### config.mk
export PLATFORM = sky130hd
export DESIGN_NAME = canonical_row_feeder
export DESIGN_NICKNAME = d
export VERILOG_FILES = /design/src/rtl/canonical_row_feeder.sv
export SDC_FILE = /design/constraint.sdc
export NUM_CORES = 1
export LEC_CHECK = 0
export ABC_AREA = 1
export CAP_MARGIN = 20
export CORE_ASPECT_RATIO = 0.75
export CORE_MARGIN = 2
export CORE_UTILIZATION = 50
export CTS_CLUSTER_DIAMETER = 100
export DETAILED_ROUTE_END_ITERATION = 12
export DONT_BUFFER_PORTS = 1
export MAX_ROUTING_LAYER = met4
export PLACE_DENSITY_LB_ADDON = 0.3
export SETUP_SLACK_MARGIN = 0.3
export SKIP_LAST_GASP = 1
export SYNTH_ARGS = -nofsm -noshare
export SYNTH_HDL_FRONTEND = slang
export SYNTH_SLANG_ARGS = --single-unit
### constraint.sdc
create_clock -name clk -period 13 [get_ports clk]
set_input_delay 0 -clock clk [delete_from_list [all_inputs] [get_ports clk]]
set_output_delay 0 -clock clk [all_outputs]
set_load 0.03 [all_outputs]
### src/rtl/canonical_row_feeder.sv
// Streams a captured stabilizer tableau (X, Z, literal blocks) row by row into the canonical
// reduction unit, then holds busy through its second-stage pass and pulses done.
module canonical_row_feeder #(
   parameter int num_qubit   = 4,
   parameter int WAIT_CYCLES = 4*num_qubit+2
) (
   input  logic                           clk,
   input  logic                           rst_new,
   input  logic                           start,
   input  logic [0:num_qubit*num_qubit-1] x_block,
   input  logic [0:num_qubit*num_qubit-1] z_block,
   input  logic [0:num_qubit*num_qubit-1] lit_block,
   output logic                           valid_out,
   output logic [0:num_qubit-1]           row_out,
   output logic [1:0]                     row_blk,
   output logic [31:0]                    row_idx,
   output logic                           busy,
   output logic                           done
);
   localparam int          NN        = num_qubit*num_qubit;
   localparam logic [31:0] N1        = 32'(num_qubit);
   localparam logic [31:0] N2        = 32'(2*num_qubit);
   localparam logic [31:0] LAST_ROW  = 32'(3*num_qubit-1);
   localparam logic [31:0] WAIT_LEN  = 32'(WAIT_CYCLES);
   localparam logic [31:0] LAST_WAIT = 32'(WAIT_CYCLES-1);

   typedef enum logic [1:0] {S_IDLE, S_SEND, S_WAIT, S_DONE} state_t;

   state_t            r_state, w_state_nxt;
   logic [0:NN-1]     r_x, r_z, r_lit, w_x_nxt, w_z_nxt, w_lit_nxt, w_src;
   logic [31:0]       r_k, w_k_nxt, r_wcnt, w_wcnt_nxt;
   logic              r_valid, w_valid_nxt, r_busy, w_busy_nxt, r_done, w_done_nxt;
   logic [0:num_qubit-1] r_row, w_row_nxt;
   logic [1:0]        r_blk, w_blk_nxt;
   logic [31:0]       r_idx, w_idx_nxt;
   logic              w_load;

   always_ff @(posedge clk or posedge rst_new) begin
      if (rst_new) r_state <= S_IDLE;
      else         r_state <= w_state_nxt;
   end

   always_comb begin
      w_state_nxt = r_state;
      w_x_nxt     = r_x;
      w_z_nxt     = r_z;
      w_lit_nxt   = r_lit;
      w_k_nxt     = r_k;
      w_wcnt_nxt  = r_wcnt;
      w_busy_nxt  = r_busy;
      w_done_nxt  = 1'b0;
      w_load      = 1'b0;
      case (r_state)
         S_IDLE: begin
            w_busy_nxt = 1'b0;
            if (start) begin
               w_x_nxt     = x_block;
               w_z_nxt     = z_block;
               w_lit_nxt   = lit_block;
               w_k_nxt     = '0;
               w_busy_nxt  = 1'b1;
               w_load      = 1'b1;
               w_state_nxt = S_SEND;
            end
         end
         S_SEND: begin
            w_busy_nxt = 1'b1;
            if (r_k == LAST_ROW) begin
               w_wcnt_nxt = '0;
               if (WAIT_LEN == 32'd0) begin
                  w_done_nxt  = 1'b1;
                  w_state_nxt = S_DONE;
               end else begin
                  w_state_nxt = S_WAIT;
               end
            end else begin
               w_k_nxt = r_k + 32'd1;
               w_load  = 1'b1;
            end
         end
         S_WAIT: begin
            w_busy_nxt = 1'b1;
            if (r_wcnt == LAST_WAIT) begin
               w_done_nxt  = 1'b1;
               w_state_nxt = S_DONE;
            end else begin
               w_wcnt_nxt = r_wcnt + 32'd1;
            end
         end
         S_DONE: begin
            w_busy_nxt  = 1'b0;
            w_state_nxt = S_IDLE;
         end
         default: begin
            w_busy_nxt  = 1'b0;
            w_k_nxt     = '0;
            w_wcnt_nxt  = '0;
            w_state_nxt = S_IDLE;
         end
      endcase
   end

   // Row fields come from the next shadow values so the capture edge already presents row 0.
   always_comb begin
      w_valid_nxt = w_load;
      w_blk_nxt   = 2'd0;
      w_idx_nxt   = '0;
      w_row_nxt   = '0;
      w_src       = '0;
      if (w_load) begin
         if (w_k_nxt < N1) begin
            w_idx_nxt = w_k_nxt;
            w_src     = w_x_nxt;
         end else if (w_k_nxt < N2) begin
            w_blk_nxt = 2'd1;
            w_idx_nxt = w_k_nxt - N1;
            w_src     = w_z_nxt;
         end else begin
            w_blk_nxt = 2'd2;
            w_idx_nxt = w_k_nxt - N2;
            w_src     = w_lit_nxt;
         end
         for (int i = 0; i < num_qubit; i++) begin
            if (w_idx_nxt == 32'(i)) w_row_nxt = w_src[i*num_qubit +: num_qubit];
         end
      end
   end

   always_ff @(posedge clk or posedge rst_new) begin
      if (rst_new) begin
         r_x     <= '0;
         r_z     <= '0;
         r_lit   <= '0;
         r_k     <= '0;
         r_wcnt  <= '0;
         r_valid <= 1'b0;
         r_row   <= '0;
         r_blk   <= 2'd0;
         r_idx   <= '0;
         r_busy  <= 1'b0;
         r_done  <= 1'b0;
      end else begin
         r_x     <= w_x_nxt;
         r_z     <= w_z_nxt;
         r_lit   <= w_lit_nxt;
         r_k     <= w_k_nxt;
         r_wcnt  <= w_wcnt_nxt;
         r_valid <= w_valid_nxt;
         r_row   <= w_row_nxt;
         r_blk   <= w_blk_nxt;
         r_idx   <= w_idx_nxt;
         r_busy  <= w_busy_nxt;
         r_done  <= w_done_nxt;
      end
   end

   assign valid_out = r_valid;
   assign row_out   = r_row;
   assign row_blk   = r_blk;
   assign row_idx   = r_idx;
   assign busy      = r_busy;
   assign done      = r_done;
endmodule

==> key figures, run 1 <==
Status
  – Status: complete, no violations

Yosys
  – Post-synth ARST share: 100%
  – Post-synth EDFFs: 0
  – Area share of the largest cell type after synthesis: 41.4%
  – Synth cell types: 49
  – Count leader, synth: nand2_1
  – Flops & latches, synth: 155
  – Post-Syn Nets: 1,328
  – Mean Syn Cell Area: 7.38 µm²
  – Post-Synthesis Cell Area: 9360 µm²
  – Mapped Cells: 1,268
  – Synthesis Warnings: 0
  – Most frequent cells after synthesis: 337 x nand2_1, 167 x nor2_1, 157 x inv_1, 155 x dfrtp_1, 97 x nand3_1
  – Most used DFF post-synth: dfrtp_1
  – Area leader, netlist: dfrtp_1
  – Seq/Total Area, Yosys: 41.4%
  – Top post-synthesis cells by area: dfrtp_1 41%, nand2_1 14%, nor2_1 6.7%, inv_1 6.3%, nand3_1 5.2%

Worst setup path
  – CP max FO: 31
  – CP max stage delay: 0.50 ns
  – Crit path cell chain: inv_1 > ha_1 > nor2_8 > inv_2 > nand2_2 > inv_2 > nor2_1 > nor2_2 > nand2_2 > nor2_4 > nand3_4 > nor2_8 > nand3_4 > nand2_1 > or2_2 > nand2_1 > nor2_4 > nand2_1 > nor2_2 > nand4_4 > o21ai_0 > nor2_1 > nor2_1
  – Req. time, crit path: 13.37 ns
  – Worst EP arrival: 5.19 ns
  – Class of the most critical setup path: reg2reg
  – CP endpoint kind: flip-flop
  – Critical path's slowest cell: ha_1
  – Worst setup SP type: flip-flop

STA
  – Final Hold Vio Count: 0
  – Slew headroom: 36.2%
  – RSZ-0062 raised after global routing: no
  – Pins Over Slew Limit: 0
  – Fin crit period: 4.82 ns
  – Final setup fails: 0
  – Sum Neg Setup Slack: 0 ns
  – Fmax: 208 MHz
  – Clk_skew: 0.0119 ns
  – Final setup margin: 8.18 ns
  – Final period utilization: 37.1%
  – Worst-Margin Slew: 0.951 ns
  – Hold Slack: 0.104 ns

Worst hold path
  – HP Class: in2reg

Detailed routing
  – DRT iter0 DRCs: 896
  – Wirelength per Cell: 16.8 µm
  – Final wirelength: 26.5 mm
  – Vias per std cell: 5.45
  – Drt pass-1 iters: 7
  – Vias: 8,582
  – Final ANT Viol Nets: 0
  – DRC violations left: 0

Die
  – Rows: 43
  – Initial Util: 50.9%
  – Die width: 162 µm
  – Core region area: 18,400 µm²
  – Die area: 19,800 µm²
  – I/O pin cnt: 92
  – Die height: 123 µm

Final layout
  – Layout cells sized above 1: 10.2%
  – # nets final: 1,375
  – Area grow syn2layout: 14.3%
  – Ant diodes: 0
  – Final Util: 58.2%
  – Final Cell Area: 10,700 µm²

Clock tree
  – CTS tree: built
  – Clk buf depth: 2
  – Hold bufs inserted after CTS: 50
  – Clock latency on the worst-skew pair: 0.44 ns
  – CTS root buf: clkbuf_16
  – Clk sinks: 155
  – H-Tree Depth: 4
  – Post-CTS Setup Bufs: 0
  – Post-CTS resize count: 0
  – Num CTS Buffers: 17
  – Clk slew on worst S/H paths: 0.07 ns

Place
  – Dpl ws: 8.23 ns
  – Port Buffer Count: 0
  – Routability Congestion: 0.957
  – Dpl cell area: 9570 µm²
  – HPWL after detailed placement: 19.1 mm

Pwr
  – Pwr per Cell Area: 94.1 nW/µm²
  – Worst vdd ir: 0.0608 mV
  – Static Leak: 5.34 nW

GRT
  – GRT Overall Usage: 28.3%
  – Total gr overflow: 0
  – First-pass GRT wire length: 42.4 mm
  – Largest net degree at the start of global routing: 86
  – Number of global-route vias before repair: 8,026
  – Initial antenna violation count: 0

Flow run
  – Maxcap violations: 0
## power by group
part / internal [W] / leakage [nW] / total, W / switching (W)
Combinational: 0.0000112 / 3.21 / 0.0000238 / 0.0000126
Clock: 0.000258 / 0.284 / 0.000501 / 0.000243
Sequential: 0.000482 / 1.85 / 0.000482 / 0
Total: 0.000751 / 5.34 / 0.00101 / 0.000256
## final cells by class
type | count | area, µm²
clock buffers | 17 | 425
multi-input cells | 921 | 4740
flip-flops and latches | 155 | 3880
repair buffers | 54 | 551
fillers | 1675 | 7700
inverters | 166 | 628
well taps | 247 | 309
clock inverters | 15 | 174
## per-layer routing
metal	global-route usage [%]	share of wire, %	up-vias
li1	-	-	4175
met1	42.3	49	4025
met2	39.0	42	351
met3	6.39	8.6	31
met4	6.31	1.1	0
met5	-	0	-
## through the flow
step           power [W]  cells
6_report         0.00101   1575
5_1_grt          0.00104   1575
4_1_cts          0.00101   1574
3_5_place_dp    0.000502   1492
3_3_place_gp    0.000502   1492
2_1_floorplan   0.000499   1268
## flip-flops by register name, summed over array words and instances, names as in the netlist, 2 cells and up
name and cells:
row_out 4, r_lit 16, row_blk 2, row_idx 32, r_z 16, r_x 16, r_k 32, r_state 2
r_wcnt 32
## cell families (layout without fill, tap and decap cells)
kind of cell             after synthesis  in the layout  share of synthesized area (%)
AND/OR/NAND/NOR                      727            727                           35.6
buffers and inverters                192            252                           8.02
flip-flops                           155            155                           41.4
AO/OA/AOI/OAI                        134            134                           8.03
multiplexers                          37             37                           4.37
XOR/XNOR                              14             14                           1.31
adder cells (fa/ha/maj)                9              9                           1.20
## critical path, delay by kind of cell (launching register included)
| family | cells | cell delay (ns) |
|---|---|---|
| buffers and inverters | 3 | 0.57 |
| AO/OA/AOI/OAI | 1 | 0.11 |
| AND/OR/NAND/NOR | 18 | 3.14 |
| adder cells (fa/ha/maj) | 1 | 0.50 |
| flip-flops | 1 | 0.41 |
## path summary, 6_finish.rpt
path	from	to	slack, ns	cells past startpoint
min in group asynchronous	rst_new	row_idx[2]$_DFF_PP0_	0.16	2
worst max-delay path	r_state[1]$_DFFE_PP0P_	row_out[2]$_DFF_PP0_	8.18	23
worst min-delay path	z_block[10]	row_out[2]$_DFF_PP0_	0.10	6
worst max register to register	r_state[1]$_DFFE_PP0P_	row_out[2]$_DFF_PP0_	8.18	23
worst min register to register	r_wcnt[16]$_DFFE_PP0P_	r_wcnt[16]$_DFFE_PP0P_	0.48	1
max in group asynchronous	rst_new	r_k[30]$_DFF_PP0_	11.66	4
## layout by cell type, fill, tap and decap left out, drive strengths merged
master       count
a211oi           2
nor2           196
dlygate4sd3     50
and3             1
a21boi           1
clkbuf          17
clkinv          10
o211a            1
o22ai            6
xnor2            7
mux2i            6
nand4           32
nor3            21
buf              4
o221ai           3
nor4             7
nand3          108
nand2          355
nor3b            1
o21bai           5
ha               9
dfrtp          155
inv            169
mux2            31
clkinvlp         2
o211ai           1
xor2             7
and2             3
a31oi            8
a22oi            2
or2              1
a21oi           43
o31ai            2
o21ai           56
a221oi           1
a21o             1
nand3b           2
o21a             2
Note: power is estimated with default switching activity, not from simulation.
==> run 2, diff against run 1 <==
==> constraint.sdc (replaced) <==
create_clock -name clk -period 4.55 [get_ports clk]
set_input_delay 0 -clock clk [delete_from_list [all_inputs] [get_ports clk]]
set_output_delay 0 -clock clk [all_outputs]
set_load 0.03 [all_outputs]
==> run 2 against run 1 <==
  * The flow now finishes with violations (negative hold slack)
  * Register-to-register slack worse by 7.6 ns
  * Sequential share of layout area is 0.79 points lower
  * Setup slack worse by 7.6 ns
  * Total power grew to 2.9 times the previous value
  * Non-clock buffer count is 16 higher
  * Flip-flop and latch count stayed put
  * Combinational power grew to 2.8 times the previous value
  * Critical endpoint unchanged
==> key figures, run 2 (synthesis gave the netlist of run 1 again) <==
Pwr
  – Pint: 0.00216 W
  – Net load switching power: 0.000759 W
  – Pwr per Cell Area: 267 nW/µm²
  – Comb pwr share: 2.3%
  – Worst vdd ir: 0.228 mV
  – Net Sw Frac: 26.0%
  – Clk pwr share: 50.5%
  – Reg power frac: 47.2%
  – Static Leak: 5.42 nW

Detailed routing
  – Final ANT Viol Nets: 0
  – DRT iter0 DRCs: 919
  – Drt pass-1 iters: 6
  – Vias: 8,902
  – Final wirelength: 27.3 mm
  – Vias per std cell: 5.59
  – DRC violations left: 0
  – Wirelength per Cell: 17.2 µm

Worst hold path
  – HP Class: in2async

Final layout
  – Ant diodes: 0
  – # nets final: 1,393
  – Leading cell type in the layout, fill and taps excluded: nand2_1
  – Layout cells sized above 1: 12.3%
  – Area grow syn2layout: 16.8%
  – Most frequent cells in the layout: 336 x nand2_1, 164 x nor2_1, 155 x dfrtp_1

GRT
  – Initial antenna violation count: 0
  – Met1 usage: 42.1%
  – Total gr overflow: 0
  – Largest net degree at the start of global routing: 110
  – Gr busiest metal: met1
  – First-pass GRT wire length: 43.8 mm
  – GRT Overall Usage: 28.9%
  – Number of global-route vias before repair: 8,367
  – Met2 GRT Util: 40.7%
  – Grt met3 use: 6.59%

Die
  – Die height: 123 µm
  – Initial Util: 50.9%
  – I/O pin cnt: 92
  – Core region area: 18,400 µm²
  – Die area: 19,800 µm²
  – Die width: 162 µm
  – Rows: 43

STA
  – Fin crit period: 4.00 ns
  – RSZ-0062 raised after global routing: yes
  – Fmax: 250 MHz
  – Final setup margin: 0.548 ns
  – Final setup fails: 0
  – Final Hold Vio Count: 15
  – Worst-Margin Slew: 0.967 ns
  – Sum Neg Setup Slack: 0 ns
  – Hold Slack: -0.00744 ns
  – Clk_skew: 0.0162 ns
  – Pins Over Slew Limit: 0
  – Final period utilization: 88.0%
  – Slew headroom: 35.2%

Worst setup path
  – CP endpoint kind: flip-flop
  – Worst EP arrival: 4.38 ns
  – R2R depth: 23
  – CP max FO: 17
  – Req. time, crit path: 4.93 ns
  – Class of the most critical setup path: reg2reg
  – Worst setup SP type: flip-flop

Place
  – Port Buffer Count: 0
  – Routability Congestion: 0.969
  – HPWL after detailed placement: 18.9 mm
  – Dpl ws: 0.231 ns

Clock tree
  – Clock latency on the worst-skew pair: 0.45 ns
  – Clk buf depth: 2
  – CTS tree: built
  – H-Tree Depth: 4
  – Clk slew on worst S/H paths: 0.08 ns
  – Num CTS Buffers: 17
  – CTS root buf: clkbuf_16
  – Clk sinks: 155

Status
  – Status: finished, violations left
  – Failing checks: negative hold slack

Flow run
  – Maxcap violations: 0
## run 2: cell types whose count changed in the layout (fill, tap and decap cells not counted), sizes merged
cell      previous run  this run
buf                  4        20
clkinv              10        12
clkinvlp             2         1
inv                169       168
nand3              108       110
## run 2: final timing paths
path | end | slack [ns] | from
hold reg to reg | r_lit[6]$_DFF_PP0_ | 0.48 | r_lit[6]$_DFF_PP0_
hold / removal | r_lit[14]$_DFF_PP0_ | -0.007 | rst_new
max in group asynchronous | r_k[27]$_DFF_PP0_ | 3.26 | rst_new
min in group clk | row_out[2]$_DFF_PP0_ | 0.10 | lit_block[6]
setup reg to reg | row_out[2]$_DFF_PP0_ | 0.55 | r_state[1]$_DFFE_PP0P_
setup / recovery | row_out[2]$_DFF_PP0_ | 0.55 | r_state[1]$_DFFE_PP0P_
## run 2: worst max-delay path, stage by stage (launching register included)
cell and delay [ns]:
dfrtp_1 0.41, inv_1 0.09, ha_2 0.27, nor2_8 0.07, clkinv_2 0.18, nand2_8 0.16
inv_2 0.18, nor2_1 0.10, nor2_4 0.19, nand2_2 0.11, nor2_4 0.16, nand3_4 0.14
nor2_8 0.25, nand3_4 0.23, buf_4 0.22, nand2_1 0.09, nand3_1 0.11, nor2_1 0.12
nand2_1 0.14, nor2_8 0.21, nand2_1 0.12, o21ai_0 0.22, nor2_1 0.08, nor2_1 0.09
## run 2: power by group through the flow
stage / clock network, W / registers [W] / logic, W
6_report: 0.00148 / 0.00138 / 0.0000668
5_1_grt: 0.00154 / 0.00138 / 0.0000751
4_1_cts: 0.00148 / 0.00138 / 0.0000654
3_5_place_dp: 0 / 0.00140 / 0.0000296
3_3_place_gp: 0 / 0.00140 / 0.0000295
2_1_floorplan: 0 / 0.00140 / 0.0000206
## run 2: per-layer routing
| layer | vias up | share of wire [%] | routed length [µm] |
|---|---|---|---|
| li1 | 4237 | - | - |
| met1 | 4169 | 46 | 12600 |
| met2 | 448 | 43 | 11700 |
| met3 | 48 | 9.3 | 2530 |
| met4 | 0 | 1.7 | 452 |
| met5 | - | 0 | 0 |
## run 2: final cells by class
type | instances | area (µm²)
Sequential cell | 155 | 3880
Fill cell | 1679 | 7460
Inverter | 166 | 633
Timing Repair Buffer | 70 | 671
Clock inverter | 15 | 194
Tap cell | 247 | 309
Clock buffer | 17 | 425
Multi-Input combinational cell | 923 | 4830
## run 2: metrics by stage
step | instances | hold WS, ns | total power [W] | instance area (µm²) | utilization [%]
2_1_floorplan | 1268 | 0.135 | 0.00142 | 9360 | -
3_3_place_gp | 1497 | 0.156 | 0.00143 | 9610 | 52.2
3_5_place_dp | 1497 | 0.158 | 0.00143 | 9610 | 52.2
4_1_cts | 1580 | 0.0771 | 0.00292 | 10700 | 58.4
5_1_grt | 1593 | 0.0117 | 0.00299 | 10900 | 59.5
6_report | 1593 | -0.00744 | 0.00292 | 10900 | 59.5
## run 2: repair_timing
action,CTS,global route
endpoints found under the setup margin,4,5
hold endpoints to repair,159,0
hold buffers,50,0
resized for setup,0,20
buffers inserted,0,11
gates cloned,1,1
pin swaps,0,2
